### config.mk
export PLATFORM = sky130hd
export DESIGN_NAME = br_comp_arbiter
export DESIGN_NICKNAME = d
export VERILOG_FILES = /design/src/rtl/br_comp_pkg.sv /design/src/rtl/rr_arb2.sv /design/src/rtl/br_comp_arbiter.sv
export SDC_FILE = /design/constraint.sdc
export NUM_CORES = 1
export LEC_CHECK = 0
export ABC_AREA = 1
export CORE_ASPECT_RATIO = 0.5
export CORE_MARGIN = 2
export CORE_UTILIZATION = 35
export DETAILED_ROUTE_END_ITERATION = 10
export HOLD_SLACK_MARGIN = 0.12
export PLACE_DENSITY = 0.76
export SYNTH_ARGS = -nofsm -noshare
export SYNTH_HDL_FRONTEND = slang
export SYNTH_SLANG_ARGS = --single-unit
### constraint.sdc
create_clock -name clk -period 1.95 [get_ports clk]
set_input_delay 0.2925 -clock clk [delete_from_list [all_inputs] [get_ports clk]]
set_output_delay 0.2925 -clock clk [all_outputs]
set_load 0.1 [all_outputs]
### src/rtl/br_comp_pkg.sv
// Shared constants for the BranchComp arbiter: comparator modes, FSM encoding, requester ids.
package br_comp_pkg;

  localparam logic [1:0] BRSEL_S_RR = 2'b00;
  localparam logic [1:0] BRSEL_U_RR = 2'b01;
  localparam logic [1:0] BRSEL_S_RI = 2'b10;
  localparam logic [1:0] BRSEL_U_RI = 2'b11;

  typedef enum logic [1:0] {
    IDLE = 2'd0,
    CMP  = 2'd1,
    RESP = 2'd2
  } state_t;

  localparam logic REQ_BR  = 1'b0;
  localparam logic REQ_SLT = 1'b1;

endpackage

### src/rtl/rr_arb2.sv
// Two-way round-robin grant; the pointer names the requester that wins a tie.
// Combinational grant, pointer moves to the loser's side on advance.
module rr_arb2 #(
  parameter int RR_INIT = 0
) (
  input  logic clk,
  input  logic rst_n,
  input  logic valid0,
  input  logic valid1,
  input  logic advance,
  output logic gnt0,
  output logic gnt1
);

  logic ptr;

  assign gnt0 = valid0 & (~valid1 | ~ptr);
  assign gnt1 = valid1 & (~valid0 |  ptr);

  always_ff @(posedge clk or negedge rst_n) begin
    if (!rst_n) begin
      ptr <= (RR_INIT != 0);
    end else if (advance) begin
      ptr <= gnt0;
    end
  end

endmodule

### src/rtl/br_comp_arbiter.sv
// Shares one BranchComp between branch unit (id 0) and SLT unit (id 1); result at handshake+2, held until resp_ready.
// Optional counters perf_grant0/perf_grant1/perf_conflict exist only when BR_COMP_ARB_PERF_EN is defined.
module br_comp_arbiter
  import br_comp_pkg::*;
#(
  parameter int DATA_W  = 32,
  parameter int RR_INIT = 0
) (
  input  logic              clk,
  input  logic              rst_n,
  input  logic              req0_valid,
  output logic              req0_ready,
  input  logic [1:0]        req0_brSel,
  input  logic [DATA_W-1:0] req0_rs1,
  input  logic [DATA_W-1:0] req0_rs2,
  input  logic [DATA_W-1:0] req0_imm,
  input  logic              req1_valid,
  output logic              req1_ready,
  input  logic [1:0]        req1_brSel,
  input  logic [DATA_W-1:0] req1_rs1,
  input  logic [DATA_W-1:0] req1_rs2,
  input  logic [DATA_W-1:0] req1_imm,
  output logic [1:0]        cmp_brSel,
  output logic [DATA_W-1:0] cmp_rs1,
  output logic [DATA_W-1:0] cmp_rs2,
  output logic [DATA_W-1:0] cmp_imm,
  input  logic              cmp_brEq,
  input  logic              cmp_brLt,
  output logic              resp_valid,
  input  logic              resp_ready,
  output logic              resp_id,
  output logic              resp_brEq,
`ifdef BR_COMP_ARB_PERF_EN
  output logic              resp_brLt,
  output logic [31:0]       perf_grant0,
  output logic [31:0]       perf_grant1,
  output logic [31:0]       perf_conflict
`else
  output logic              resp_brLt
`endif
);

  state_t            state, state_nxt;
  logic              idle;
  logic              gnt0, gnt1, hs;
  logic [1:0]        lat_brSel;
  logic [DATA_W-1:0] lat_rs1, lat_rs2, lat_imm;

  assign idle = (state == IDLE);

  // Requests are masked outside IDLE so ready can never rise in CMP/RESP.
  rr_arb2 #(.RR_INIT(RR_INIT)) u_rr_arb2 (
    .clk     (clk),
    .rst_n   (rst_n),
    .valid0  (req0_valid & idle),
    .valid1  (req1_valid & idle),
    .advance (hs),
    .gnt0    (gnt0),
    .gnt1    (gnt1)
  );

  assign req0_ready = gnt0;
  assign req1_ready = gnt1;
  assign hs         = gnt0 | gnt1;

  always_ff @(posedge clk or negedge rst_n) begin
    if (!rst_n) begin
      state <= IDLE;
    end else begin
      state <= state_nxt;
    end
  end

  always_comb begin
    state_nxt  = state;
    resp_valid = 1'b0;
    cmp_brSel  = '0;
    cmp_rs1    = '0;
    cmp_rs2    = '0;
    cmp_imm    = '0;
    case (state)
      IDLE: begin
        if (hs) state_nxt = CMP;
      end
      CMP: begin
        cmp_brSel = lat_brSel;
        cmp_rs1   = lat_rs1;
        cmp_rs2   = lat_rs2;
        cmp_imm   = lat_imm;
        state_nxt = RESP;
      end
      RESP: begin
        resp_valid = 1'b1;
        if (resp_ready) state_nxt = IDLE;
      end
      default: state_nxt = IDLE;
    endcase
  end

  always_ff @(posedge clk or negedge rst_n) begin
    if (!rst_n) begin
      lat_brSel <= '0;
      lat_rs1   <= '0;
      lat_rs2   <= '0;
      lat_imm   <= '0;
      resp_id   <= REQ_BR;
      resp_brEq <= 1'b0;
      resp_brLt <= 1'b0;
    end else begin
      if (hs) begin
        lat_brSel <= gnt1 ? req1_brSel : req0_brSel;
        lat_rs1   <= gnt1 ? req1_rs1   : req0_rs1;
        lat_rs2   <= gnt1 ? req1_rs2   : req0_rs2;
        lat_imm   <= gnt1 ? req1_imm   : req0_imm;
        resp_id   <= gnt1 ? REQ_SLT    : REQ_BR;
      end
      if (state == CMP) begin
        resp_brEq <= cmp_brEq;
        resp_brLt <= cmp_brLt;
      end
    end
  end

`ifdef BR_COMP_ARB_PERF_EN
  always_ff @(posedge clk or negedge rst_n) begin
    if (!rst_n) begin
      perf_grant0   <= '0;
      perf_grant1   <= '0;
      perf_conflict <= '0;
    end else begin
      if (gnt0 && perf_grant0 != 32'hFFFF_FFFF) perf_grant0 <= perf_grant0 + 32'd1;
      if (gnt1 && perf_grant1 != 32'hFFFF_FFFF) perf_grant1 <= perf_grant1 + 32'd1;
      if (idle && req0_valid && req1_valid && perf_conflict != 32'hFFFF_FFFF)
        perf_conflict <= perf_conflict + 32'd1;
    end
  end
`endif

endmodule

; Word-level counts from Yosys, hierarchy flattened
; Index checks and enable logic that the tools add are counted.
[word_totals]
input_bits = 203
reg_bits = 104
wordCells = 38
output_inout_bits = 104
[op_classes]
muxes = 13
bitwise_logic = 10
eq_ne = 4
reduce_logical = 2
[ops]
columns = op, n
row1 = two-way mux 32 bit, 6
row2 = two-way mux 2 bit, 4
row3 = case mux 2 bit (3 select lines), 1
row4 = AND 1 bit, 4
row5 = inverter 1 bit, 3
row6 = bitwise OR 1 bit, 3
row7 = "equality test 2 x 1 -> 1 bit, second input constant", 1
row8 = "equality test 2 bit, second input constant", 1
row9 = zero test 2 bit, 1
row10 = two-way mux 1 bit, 2
row11 = "inequality test 2 x 1 -> 1 bit, second input constant", 1
row12 = "inequality test 2 bit, second input constant", 1
row13 = AND reduction 2 bit, 1

; Depth between registers and ports, before layout
; Gate-level depths: netlist of run 1.
[depth]
ltp_word = 8
depth_mapped = 8
mapped_depth_nobuf = 6

; Cells and area by module
; A second synthesis of run 1 with hierarchy kept.
[unflattened]
hier_cells = 779
hier_area_um2 = 5657.9
[by_module_without_submodules]
columns = mod, cells_each, area_per_inst_um2, seq_area_each_um2, n_inst
row1 = br_comp_arbiter, 769, 5596.6, 2577.5, 1
row2 = rr_arb2, 10, 61.3, 25.0, 1

; Worst setup path before layout of run 1
; OpenSTA, ideal clock, no wires.
[synth_path]
path_type = reg-to-reg
startpoint = reg state[0]
endpoint = reg u_rr_arb2.ptr
t_required_ns = 1.868
path_buffers = 2
setup_ns = 0.082
arrival_ns = 2.591
path_stages_with_launch = 7
setup_slack_ns = -0.722
period_less_slack_ns = 2.672
cell_sequence = dfrtp_1 -> nor2_1 -> buf_4 -> buf_4 -> nand2_1 -> a21oi_1 -> o21bai_1
[synth_between]
elab_chain_cells = 6
elab_cells_between_ends = 10
classes_between = bitwise: 9 / reduce/logical: 1
[synth_rtl]
columns = item, line_no
row1 = "start, declared", br_comp_arbiter.sv:43  ; state_t state, state_nxt;
row2 = "start signal, assigned", br_comp_arbiter.sv:70  ; state <= state_nxt;
row3 = zero test 2 bit (*), br_comp_arbiter.sv:49  ; assign idle = (state == IDLE);
row4 = AND 1 bit, br_comp_arbiter.sv:56  ; .valid1 (req1_valid & idle),
row5 = inverter 1 bit, rr_arb2.sv:17  ; assign gnt0 = valid0 & (~valid1 | ~ptr);
row6 = bitwise OR 1 bit, rr_arb2.sv:17
row7 = AND 1 bit (*), rr_arb2.sv:17
row8 = net req0_ready, br_comp_arbiter.sv:12  ; output logic req0_ready,
row9 = bitwise OR 1 bit, br_comp_arbiter.sv:64  ; assign hs = gnt0 | gnt1;
row10 = "end signal, assigned", rr_arb2.sv:22  ; ptr <= (RR_INIT != 0);
row11 = "end signal, assigned", rr_arb2.sv:24  ; ptr <= gnt0;
row12 = "end, declared", rr_arb2.sv:15  ; logic ptr;
; Mark *: on every way through the listed nets, which the timed path passes. The rest lies on a longest branch.
; A chain may end at the register's enable or synchronous reset.

; Worst setup path in the final report of run 1
[layout_path]
startpoint = reg state[1]
endpoint = out cmp_rs2[3]
[layout_between]
elab_chain_cells = 2
[layout_rtl]
columns = item, line_no
row1 = equality test 2 x 1 -> 1 bit, br_comp_arbiter.sv:81  ; case (state)
row2 = two-way mux 32 bit, br_comp_arbiter.sv:81
row3 = "end, declared", br_comp_arbiter.sv:25  ; output logic [DATA_W-1:0] cmp_rs2,
; Every way passes these cells.

==> results of run 1 <==
synth_stat cells:
| master | instances |
|---|---|
| a21oi_1 | 1 |
| nand2_2 | 1 |
| buf_4 | 8 |
| dfrtp_1 | 104 |
| buf_6 | 11 |
| nand2_1 | 300 |
| buf_1 | 1 |
| inv_2 | 2 |
| nand3_2 | 1 |
| nand4_1 | 98 |
| o21ai_1 | 1 |
| nor2_1 | 100 |
| clkbuf_1 | 24 |
| nand3_1 | 98 |
| buf_2 | 31 |
| o21bai_1 | 1 |
| mux2_1 | 2 |
| inv_4 | 1 |
| inv_1 | 296 |
cells by family after synthesis:
group	count (synthesis)	synth area share, %
AND/OR/NAND/NOR	598	38.43
multiplexers	2	0.3301
buffers and inverters	374	22.84
AO/OA/AOI/OAI	3	0.2567
flip-flops	104	38.15
critical path: stages (launching register included):
cell and delay, ps:
dfrtp_1 420, inv_2 120, nand2_8 110, buf_16 200
nor2_1 190, buf_12 200
final timing paths:
path / slack (ps) / endpoint / startpoint
max: 50 / cmp_rs2[3] / state[1]
min: 450 / lat_rs1[5] / rst_n
max reg2reg: 290 / lat_rs2[30] / state[0]
min reg2reg: 480 / lat_rs2[14] / lat_rs2[14]
max in group asynchronous: 810 / state[0] / rst_n
min in group clk: 480 / lat_rs2[14] / lat_rs2[14]
per-stage QoR:
stage	setup TNS (ps)	cell area (µm²)	total power [W]	hold WS, ps	setup slack (ps)
3_5_place_dp	0	11110	0.01784	300.0	138.1
5_1_grt	-12.35	11690	0.02133	495.3	-4.958
6_report	0	11690	0.02027	452.8	54.11
2_1_floorplan	-36640	6853	0.01294	-3.091	-431.5
4_1_cts	-418.0	11550	0.02006	464.7	-46.65
3_3_place_gp	0	11110	0.01761	292.2	195.1
area by class of cell:
| type | count | area (µm²) | area share [%] |
|---|---|---|---|
| Timing Repair Buffer | 328 | 4419 | 37.80 |
| Sequential cell | 104 | 2604 | 22.27 |
| Clock inverter | 1 | 30.03 | 0.2568 |
| Tap cell | 266 | 332.8 | 2.846 |
| Inverter | 299 | 1125 | 9.620 |
| Clock buffer | 12 | 246.5 | 2.108 |
| Multi-Input combinational cell | 603 | 2935 | 25.10 |
where the power goes:
group / leakage, nW / internal, W / switching (W)
registers: 1.27 / 0.00326 / 0.000620
clock network: 0.135 / 0.00101 / 0.000773
logic: 4.78 / 0.00480 / 0.00979
total: 6.18 / 0.00908 / 0.0112
metal layers:
layer  track usage (%)  vias up  part of all wire (%)  wire length [µm]
li1                  -     3715                     -                 -
met2             40.03      258                    51             12100
met1             26.31     3629                    41              9612
met4             9.502        0                   3.5               822
met3             3.887       53                   4.3              1010
met5                 0        -                     0                 0
what timing repair did:
action | CTS | global route
setup buffers | 0 | 1
cloned | 1 | 1
resized for setup | 47 | 36
hold buffers | 1 | 0
setup endpoints to repair | 82 | 71
hold endpoints to repair | 35 | 0
flip-flops by register name, summed over array words and instances (netlist names):
| name | flops |
|---|---|
| state | 2 |
| lat_brSel | 2 |
| resp_id | 1 |
| u_rr_arb2.ptr | 1 |
| resp_brLt | 1 |
| lat_rs1 | 32 |
| resp_brEq | 1 |
| lat_imm | 32 |
| lat_rs2 | 32 |
==> metrics.md, run 1 <==
| Metric | Value |
|---|---|
| Post-Syn Instances | `roughly 1100` |
| Final core utilization | `between 60% and 70%` |
| Drt drc | `0` |
| ANT nets after route | `0` |
| TritonCTS clock tree | `done` |
| Core box area | `19280 µm²` |
| Dominant cell type by area after synthesis | `dfrtp_1` |
| Syn_area_per_cell | `6.310 µm²` |
| Vias in the first global route | `7329` |
| Yosys reg bits | `104` |
| FILL cells | `1744` |
| Port bufs | `306` |
| Iter 0 DRT Violations | `451` |
| Grt ovf | `0` |
| Status | `finished, final reports clean` |
| Actual slew at the worst max-slew pin | `494.7 ps` |
| Diodes inserted | `0` |
| Sequential area share after synthesis | `about two fifths` |
| Slew Limit Fails | `0` |
| Num CTS Buffers | `9` |
| H-tree levels | `3` |
| Pleak | `6.179 nW` |
| Syn Nets | `1284` |
| Initial antenna violation count | `0` |
| Placed insts | `between 1500 and 2000` |
| Critical Path AT | `roughly 1600 ps` |
| Via density | `around 4.7` |
| Yosys top cell area share | `38.15%` |
| Routed WL | `~24000 µm` |
| Crit Path Category | `flop to primary output` |
| TritonRoute pass-1 iters | `5` |
| Worst setup EP type | `primary output` |
| Worst skew pair latency | `340 ps` |
| Most frequent cells in the layout | `298 x nand2_1, 295 x inv_1, 200 x clkdlybuf4s50_1, 111 x buf_12, 103 x dfrtp_1` |
| Top post-synthesis cells by area | `dfrtp_1 38%, nand2_1 17%, inv_1 16%` |
| CP required | `1660 ps` |
| Clk sinks | `104` |
| Synthesized cell area | `6822 µm²` |
| Commonest non-fill, non-tap cell in the layout | `nand2_1` |
| Class of the worst hold path | `input pin to asynchronous set/reset pin` |
| Die Height | `102.7 µm` |
| Gr usage total | `22.04%` |
| Startpoint Class | `flop` |
| Peak VDD IR | `0.0009784 V` |
| Initial Utilization | `35.38%` |
| # setup viols final | `0` |
| DR vias | `7655` |
| Min cycle time layout | `1896 ps` |
| Hold Fails Final Rpt | `0` |
| Largest net degree at the start of global routing | `72` |
| Die footprint | `20690 µm²` |
| Post-route clock period utilization | `97.23%` |
| Post-Layout Cell Count | `1613` |
| Fmax | `~530 MHz` |
| Post-Route Skew | `7.459 ps` |
| Area Overhead vs Synth | `71.41%` |
| Die X | `between 200 and 250 µm` |
| Slew margin rel. | `67.02%` |
| Share of cells above drive strength 1 | `17.15%` |
| IO Pins | `307` |
| Max clock buf depth | `2` |
| PD cells | `1733 nW/µm²` |
| MaxCap Viol Count | `0` |
| Routed WL per cell | `14.60 µm` |
| Gpl congestion | `0.8577` |
| Clock-pin slew on the worst setup and hold paths | `70 ps` |
| Hpwl dp | `16950 µm` |
| # rows | `36` |
| Global-route wire length before repair | `36440 µm` |
| Cell variety after synth | `19` |
| R2R depth | `5` |
| Root Driver | `clkbuf_16` |
| RSZ-0062 raised after global routing | `yes` |
| Nets | `1548` |
| Synth Warn # | `0` |
| CP Max Fanout | `25` |
Power figures use the tool's default switching activity.
==> run 2, diff against run 1 <==
CORE_UTILIZATION = 46   (was 35)
PLACE_DENSITY = 0.94   (was 0.76)
==> run 2 against run 1 <==
  * The run now ends with negative setup slack left
  * Power grew 7.9%
  * Critical path type is now flop to flop
  * Global-route usage grew 12 points
  * Via count grew 17%
  * Critical path depth is the same
==> metrics.md, run 2 (synthesis results as in run 1) <==
| Metric | Value |
|---|---|
| Hold Fails Final Rpt | `0 (unchanged)` |
| Nets | `1555 (+0.45%)` |
| Crit-path max cell delay | `520 ps (+100 ps)` |
| Hpwl dp | `18190 µm (+7.3%)` |
| Post-route clock period utilization | `106.3% (+9.0 points)` |
| Actual slew at the worst max-slew pin | `509.4 ps (+14.69 ps)` |
| MaxCap Viol Count | `0 (unchanged)` |
| Share of cells above drive strength 1 | `17.91% (+0.76 points)` |
| Num CTS Buffers | `9 (unchanged)` |
| Slew Limit Fails | `0 (unchanged)` |
| Initial antenna violation count | `0 (unchanged)` |
| # rows | `31 (-14%)` |
| Gpl congestion | `0.8978 (+4.7%)` |
| TritonCTS clock tree | `done` |
| Reg2reg end | `lat_rs1[9]` |
| Met3 Use GR | `5.711% (+1.8 points)` |
| ANT nets after route | `0 (unchanged)` |
| Met2 usage | `58.14% (+18 points)` |
| Top Usage Layer GRT | `met2` |
| Multi-input gate area | `3138 µm² (+6.9%)` |
| Routed WL per cell | `20.78 µm (+42%)` |
| Die footprint | `15880 µm² (-23%)` |
| Final core utilization | `82.36% (+22 points)` |
| Iter 0 DRT Violations | `1081 (+140%)` |
| Design Area, Final | `11920 µm² (+1.9%)` |
| Root Driver | `clkbuf_16` |
| Slew margin rel. | `66.04% (-0.98 points)` |
| Critical path cell sequence | `nor2_4 -> buf_4 -> nand4_1 -> nand3_1 -> nand2_1` |
| Bufs and invs on worst path | `1 (-2)` |
| # setup viols final | `15 (+15)` |
| CP required | `2180 ps (+520 ps)` |
| Worst setup EP type | `flop` |
| Initial Utilization | `47.15% (+12 points)` |
| Vias in the first global route | `8614 (+18%)` |
| FF-to-FF Start | `state[0]` |
| Overall power | `0.02187 W (+7.9%)` |
| Die X | `176.2 µm (-13%)` |
| Placed Area | `11020 µm² (-0.81%)` |
| Startpoint Class | `flop` |
| PD cells | `1836 nW/µm² (+5.9%)` |
| Core box area | `14470 µm² (-25%)` |
| Diodes inserted | `0 (unchanged)` |
| Die Height | `90.11 µm (-12%)` |
| Largest regs | `lat_imm x32, lat_rs1 x32, lat_rs2 x32` |
| Clk sinks | `104 (unchanged)` |
| Slowest CP cell | `dfrtp_2` |
| Post-Route Skew | `13.60 ps (+6.142 ps)` |
| Class of the worst hold path | `input pin to asynchronous set/reset pin` |
| Port bufs | `306 (unchanged)` |
| TritonRoute pass-1 iters | `7 (+2)` |
| Peak VDD IR | `0.001080 V (+10%)` |
| DR vias | `8973 (+17%)` |
| H-tree levels | `3 (unchanged)` |
| Critical Path AT | `2300 ps (+700 ps)` |
| Pleak | `6.258 nW (+1.3%)` |
| Fmax | `482.6 MHz (-8.5%)` |
| Largest net degree at the start of global routing | `62 (-14%)` |
| Status | `finished, violations left` |
| Most frequent cells in the layout | `299 x nand2_1, 295 x inv_1, 200 x clkdlybuf4s50_1, 109 x buf_12, 102 x dfrtp_1` |
| Clock-pin slew on the worst setup and hold paths | `80 ps (about the same)` |
| Flip-flop and latch area | `2605 µm² (about the same)` |
| DP Worst Slack | `108.5 ps (-29.58 ps)` |
| IO Pins | `307 (unchanged)` |
| Max clock buf depth | `2 (unchanged)` |
| Area Overhead vs Synth | `74.67%` |
| Routed WL | `32310 µm (+37%)` |
| Final worst slack | `-122.2 ps (-176.3 ps)` |
| FILL cells | `723 (-59%)` |
| Gr usage total | `33.62% (+12 points)` |
| FF-to-FF setup slack | `-120 ps (-410 ps)` |
| R2R depth | `5 (unchanged)` |
| Commonest non-fill, non-tap cell in the layout | `nand2_1` |
| CP Max Fanout | `34 (+36%)` |
| Global Route met1 Usage | `37.88% (+12 points)` |
| Worst path top cell family by delay | `simple AND/OR/NAND/NOR gates` |
| Worst skew pair latency | `340 ps (about the same)` |
| Crit Path Category | `flop to flop` |
| Min cycle time layout | `2072 ps (+176.3 ps)` |
| Drt drc | `0 (unchanged)` |
| Failing checks | `negative setup slack` |
| RSZ-0062 raised after global routing | `yes` |
| Grt ovf | `0 (unchanged)` |
| Global-route wire length before repair | `42480 µm (+17%)` |
| Via density | `5.770 (+22%)` |
==> run 2: cell types whose count changed in the layout (fill, tap and decap cells not counted), sizes merged <==
cell      delta
clkbuf       +4
buf          +2
clkinvlp     +2
nand2        +2
bufinv       -1
clkinv       +1
==> run 2: worst reg2reg max path: cells and delay by family, from the launching register on <==
kind                   cells  cell delay (ps)
AND/OR/NAND/NOR            4             1040
flip-flops                 1              520
buffers and inverters      1              410
==> run 2: worst max path at each step <==
stage / start / endpoint / slack [ps] / cells past startpoint
global route: state[0] / lat_rs2[7] / -180 / 5
CTS: state[1] / cmp_rs1[22] / -40 / 5
floorplan: state[1] / cmp_rs1[16] / -430 / 5
global placement: req0_valid / lat_imm[10] / 210 / 6
detailed placement: req0_valid / lat_rs2[2] / 110 / 6
finish: state[0] / lat_rs1[9] / -120 / 5
==> run 2: area by class of cell <==
type                            instances  share of cell area, %
Timing Repair Buffer                  333                  37.77
Clock inverter                          3                 0.1995
Sequential cell                       104                  21.86
Multi-Input combinational cell        605                  26.34
Clock buffer                           13                  2.268
Inverter                              299                  9.482
Tap cell                              198                  2.079
==> run 2: layer usage <==
layer  part of all wire [%]  vias up
met5                      0        -
met4                    9.6        0
met3                     11      311
met2                     46      804
met1                     33     4117
li1                       -     3741
==> run 2: per-stage QoR <==
| stage | TNS, ps | cells | hold slack [ps] |
|---|---|---|---|
| finish | -332.1 | 1555 | 443.0 |
| global route | -897.2 | 1555 | 482.0 |
| CTS | -680.8 | 1547 | 467.0 |
| detailed placement | 0 | 1529 | 278.6 |
| global placement | 0 | 1529 | 274.9 |
| floorplan | -36640 | 1081 | -3.091 |
==> run 2: power by group <==
part / switching [W] / internal [W] / total (W)
logic: 0.0109 / 0.00503 / 0.0160
registers: 0.000810 / 0.00327 / 0.00408
clock network: 0.000845 / 0.000979 / 0.00182
==> run 2: what timing repair did <==
item | CTS | global route
hold buffers | 1 | 0
setup endpoints to repair | 82 | 81
resized for setup | 46 | 79
cloned | 1 | 7
pin swaps | 0 | 1
endpoints found under the hold margin | 32 | 0
setup buffers | 0 | 1
